$ cat config.mk
export PLATFORM = sky130hd
export DESIGN_NAME = alu_flat
export DESIGN_NICKNAME = d
export VERILOG_FILES = /design/src/rtl/alu_if.sv /design/src/rtl/alu.sv /design/src/flat_wrapper.sv
export SDC_FILE = /design/constraint.sdc
export NUM_CORES = 1
export LEC_CHECK = 0
export CELL_PAD_IN_SITES_DETAIL_PLACEMENT = 0
export CELL_PAD_IN_SITES_GLOBAL_PLACEMENT = 1
export CORE_UTILIZATION = 33
export CTS_BUF_LIST = sky130_fd_sc_hd__clkbuf_4 sky130_fd_sc_hd__clkbuf_8 sky130_fd_sc_hd__clkbuf_16
export DETAILED_ROUTE_END_ITERATION = 12
export MAX_ROUTING_LAYER = met4
export PLACE_DENSITY_LB_ADDON = 0.1
export SETUP_SLACK_MARGIN = 0.02
export SLEW_MARGIN = 30
export SYNTH_ARGS = -nofsm -noshare
export SYNTH_HDL_FRONTEND = slang
export SYNTH_SLANG_ARGS = --single-unit
$ cat constraint.sdc
create_clock -name clk -period 1.96 [get_ports clk]
set_clock_uncertainty 0.2 [all_clocks]
set_input_delay 0.294 -clock clk [delete_from_list [all_inputs] [get_ports clk]]
set_output_delay 0.294 -clock clk [all_outputs]
set_load 0.005 [all_outputs]
$ cat src/rtl/alu_if.sv
// Operand/opcode bundle into the ALU and registered result/flags back out.
// Latency: none (wires only); the ALU behind it registers in one cycle.
// Backpressure: none; one operation is presented and accepted every cycle.
interface alu_if #(
  parameter int WIDTH = 4
);
  logic [WIDTH-1:0] a;
  logic [WIDTH-1:0] b;
  logic [2:0]       sel;
  logic [WIDTH-1:0] result;
  logic             carry;
  logic             zero;

  // Requester drives operands/opcode and observes result and flags.
  modport master (
    output a, b, sel,
    input  result, carry, zero
  );

  // The ALU samples operands/opcode and drives result and flags.
  modport slave (
    input  a, b, sel,
    output result, carry, zero
  );
endinterface

$ cat src/rtl/alu.sv
// Registered unsigned ALU: ADD/SUB/AND/OR/XOR/NOT/SHL/SHR with carry and zero flags.
// Latency: 1 cycle from sampled operands to result/carry/zero.
// Backpressure: none; accepts a new operation on every clock, no enable.
module alu #(
  parameter int WIDTH = 4
) (
  input  logic  clk,
  input  logic  rst,
  alu_if.slave  bus
);

  localparam logic [2:0] OP_ADD = 3'b000;
  localparam logic [2:0] OP_SUB = 3'b001;
  localparam logic [2:0] OP_AND = 3'b010;
  localparam logic [2:0] OP_OR  = 3'b011;
  localparam logic [2:0] OP_XOR = 3'b100;
  localparam logic [2:0] OP_NOT = 3'b101;
  localparam logic [2:0] OP_SHL = 3'b110;
  localparam logic [2:0] OP_SHR = 3'b111;

  // One extra bit holds the carry-out of ADD and the borrow of SUB.
  logic [WIDTH:0]   sum_ext;
  logic [WIDTH:0]   diff_ext;
  logic [WIDTH-1:0] nxt_result;
  logic             nxt_carry;

  assign sum_ext  = {1'b0, bus.a} + {1'b0, bus.b};
  assign diff_ext = {1'b0, bus.a} - {1'b0, bus.b};

  // Select the next result and carry for the current opcode.
  always_comb begin
    nxt_result = '0;
    nxt_carry  = 1'b0;
    case (bus.sel)
      OP_ADD: begin
        nxt_result = sum_ext[WIDTH-1:0];
        nxt_carry  = sum_ext[WIDTH];
      end
      OP_SUB: begin
        // Top bit of the widened difference is set exactly when a < b.
        nxt_result = diff_ext[WIDTH-1:0];
        nxt_carry  = diff_ext[WIDTH];
      end
      OP_AND: nxt_result = bus.a & bus.b;
      OP_OR:  nxt_result = bus.a | bus.b;
      OP_XOR: nxt_result = bus.a ^ bus.b;
      OP_NOT: nxt_result = ~bus.a;
      OP_SHL: begin
        nxt_result = {bus.a[WIDTH-2:0], 1'b0};
        nxt_carry  = bus.a[WIDTH-1];
      end
      OP_SHR: begin
        nxt_result = {1'b0, bus.a[WIDTH-1:1]};
        nxt_carry  = bus.a[0];
      end
      default: begin
        nxt_result = '0;
        nxt_carry  = 1'b0;
      end
    endcase
  end

  // Register result and flags; zero tracks the freshly computed result, reset wins.
  always_ff @(posedge clk) begin
    if (rst) begin
      bus.result <= '0;
      bus.carry  <= 1'b0;
      bus.zero   <= 1'b1;
    end else begin
      bus.result <= nxt_result;
      bus.carry  <= nxt_carry;
      bus.zero   <= (nxt_result == '0);
    end
  end

endmodule

$ cat src/flat_wrapper.sv
// flat-port wrapper written by rule: the top's interface ports become plain ports
module alu_flat 
#(
  parameter int WIDTH = 4
)
  (clk, rst, bus_a, bus_b, bus_sel, bus_result, bus_carry, bus_zero);
  alu_if #(.WIDTH(WIDTH)) bus_i ();
  input  logic clk;
  input  logic rst;
  input wire logic [$bits(bus_i.a)-1:0] bus_a;
  input wire logic [$bits(bus_i.b)-1:0] bus_b;
  input wire logic [$bits(bus_i.sel)-1:0] bus_sel;
  output wire logic [$bits(bus_i.result)-1:0] bus_result;
  output wire logic [$bits(bus_i.carry)-1:0] bus_carry;
  output wire logic [$bits(bus_i.zero)-1:0] bus_zero;
  assign bus_i.a = bus_a;
  assign bus_i.b = bus_b;
  assign bus_i.sel = bus_sel;
  assign bus_result = bus_i.result;
  assign bus_carry = bus_i.carry;
  assign bus_zero = bus_i.zero;
  alu #(.WIDTH(WIDTH)) u_core (.clk(clk), .rst(rst), .bus(bus_i));
endmodule
==> run_results.csv <==
group,metric,value,unit
hold_path,whs_path_depth,6,
timing,hold_viol_final,0,
cells_and_area,multi_input_area,659.4,um^2
critical_path,cp_max_fo,5,
logic_synthesis,syn_area,845.8,um^2
cells_and_area,fill_cells,219,
cts,clock_sinks,6,
logic_synthesis,synthTopCellsByArea,"ha_1, dfxtp_1, inv_1",
floorplanning,die_w,52.63,um
logic_synthesis,yosysWarningCount,0,
floorplanning,dieArea,2769,um^2
critical_path,cp.depth,7,
timing,fmax,530.8,MHz
job,drv_cap,0,
logic_synthesis,ys_seq_area_share,14.20,%
logic_synthesis,synth-seq-cells,6,
hold_path,hold-path-endpoint,"u_core.bus.carry",
logic_synthesis,yosys.area.top_type,"ha_1",
cts,clkTransAtPathRegs,0.04,ns
logic_synthesis,synth_top_area_share,17.75,%
logic_synthesis,ys_types,43,
cts,cts_tree,"built",
cells_and_area,area_growth,47.78,%
logic_synthesis,async_flop_share,0,%
status,status,"finished, final reports clean",
cts,cts_hold_buffers,0,
cells_and_area,drive_above_1_share,32.39,%
floorplanning,die_h,52.63,um
route,wirelength,2.009,mm
timing,final.min_clock_period,1.884,ns
floorplanning,start_util,36.48,%
timing,final_max_slew_viol_count,0,
global_route,grt-ovfl-total,0,
placement,place_ws,-0.5828,ns
critical_path,cp-start-kind,"primary input",
timing,finalCritPeriodShare,96.13,%
global_route,grt_pass1_vias,800,
route,post_drt_wl_per_cell,11.82,um
critical_path,end_kind,"flip-flop",
global_route,grtUsageTotal,17.13,%
hold_path,min_from,"bus_a[0]",
placement,place_hpwl,1.691,mm
logic_synthesis,synth_edf_count,0,
route,ant_nets,0,
timing,relSlewSlack,76.09,%
logic_synthesis,synth.net_count,128,
cells_and_area,fin_nets,171,
critical_path,worstSetupPathType,"primary input to flip-flop",
cts,cts_buffers,3,
power_and_ir_drop,power,0.4985,mW
cts,clock_path_buffers,2,
hold_path,hp-class,"primary input to flip-flop",
critical_path,crit_family,"buffers and inverters",
placement,io_buffers,18,
global_route,grt_max_degree,13,
critical_path,critPathBufInv,2,
cts,cts-root-buf,"clkbuf_4",
floorplanning,num_io_pins,19,
route,drc,0,
route,drtIter0Drc,14,
logic_synthesis,synth_ff_type,"dfxtp_1",
route,drtPass1Iterations,4,
cts,h-tree-depth,1,
critical_path,worstSetupStartpoint,"bus_a[3]",
floorplanning,rows,17,
route,vias,836,
timing,worst_pin_slew,0.3531,ns
logic_synthesis,synth.most_common_cell,"inv_1",
critical_path,worst_ep_required_time,1.89,ns
global_route,antenna_found_initial,0,
logic_synthesis,postSynthCellCount,101,
timing,setup_slack,0.07588,ns
critical_path,crit_slowest_cell,"clkdlybuf4s50_1",
timing,report.final.setup_viol,0,
route,via_per_inst,4.918,
power_and_ir_drop,ir_drop,255.1,uV
critical_path,slowest_delay,0.48,ns
global_route,grt_pass1_wl,3.346,mm
placement,gp_congestion,0.8338,
critical_path,critPathArrivalTime,1.82,ns
power_and_ir_drop,leakagePower,0.5948,nW
floorplanning,core,2318,um^2
logic_synthesis,syn_area_per_cell,8.374,um^2
cells_and_area,diodes,0,
critical_path,crit_chain,"clkdlybuf4s50_1 -> inv_1 -> ha_1 -> nor4b_2 -> a211oi_2 -> o21ai_1 -> o211a_1",
logic_synthesis,synth_top_cells_by_count,"inv_1, ha_1, nor2_1, a21oi_1, nand2b_1",
power_and_ir_drop,power_density,398.8,nW/um^2
timing,grt_setup_unrepaired,"no",
cells_and_area,seqCellArea,120.1,um^2
## placed cells by master (no fill, tap or decap), types with 3 or more instances in the layout
cell and count:
dfxtp_1 6, nand2b_1 7, clkbuf_4 3, o21ai_1 3, inv_1 9, a21oi_1 5, ha_1 10, buf_4 25
clkdlybuf4s50_1 12, inv_2 5, nor2_1 9
## final cells by class
| cell class | instances | share of cell area (%) |
|---|---|---|
| Tap cell | 28 | 2.803 |
| Timing Repair Buffer | 43 | 28.83 |
| Multi-Input combinational cell | 76 | 52.75 |
| Sequential cell | 6 | 9.610 |
| Clock buffer | 3 | 1.802 |
| Inverter | 14 | 4.204 |
## power by group
group | switching, mW | leakage [nW] | internal [mW] | total [mW]
registers | 0.00257 | 0.0499 | 0.135 | 0.138
clock network | 0.0413 | 0.0138 | 0.0690 | 0.110
logic | 0.114 | 0.531 | 0.137 | 0.250
## stage by stage
step / setup TNS [ns] / utilization, % / area [um^2] / cells / hold slack [ns]
finish: 0 / 53.91 / 1250 / 170 / 0.4115
detailed placement: -2.404 / 51.27 / 1189 / 166 / 0.7931
CTS: 0 / 53.00 / 1229 / 170 / 0.4251
global placement: -2.115 / 51.27 / 1189 / 166 / 0.7939
global route: 0 / 53.91 / 1250 / 170 / 0.4662
floorplan: 0 / - / 848.3 / 101 / 0.1631
## per-layer routing
layer	up-vias	global-route usage [%]	share of wire, %
li1	437	-	-
met1	377	21.09	47
met2	18	28.48	48
met3	4	0.8696	2.8
met4	0	7.895	1.5
met5	-	-	0
## cells by family (layout without fill, tap and decap cells)
| family | after synthesis | in the layout | synth area share [%] |
|---|---|---|---|
| AND/OR/NAND/NOR | 29 | 29 | 20.86 |
| multiplexers | 1 | 1 | 1.183 |
| flip-flops | 6 | 6 | 14.20 |
| AO/OA/AOI/OAI | 29 | 29 | 25.44 |
| buffers and inverters | 19 | 60 | 12.72 |
| adder cells (fa/ha/maj) | 14 | 14 | 22.48 |
| XOR/XNOR | 3 | 3 | 3.107 |
## what timing repair did
item | CTS | global route
endpoints found under the setup margin | 5 | 4
setup buffers | 1 | 0
pin swaps | 5 | 4
gates resized for setup | 15 | 8
## flip-flops by register name (all words and copies together) (netlist names)
signal and flops:
u_core.bus.zero 1, u_core.bus.result 4, u_core.bus.carry 1
## worst max path at each step
stage	to
final	u_core.bus.zero
after global routing	u_core.bus.zero
after CTS	u_core.bus.zero
after detailed placement	u_core.bus.zero
after global placement	u_core.bus.zero
after floorplan	u_core.bus.zero
(Power assumes the default switching activity.)
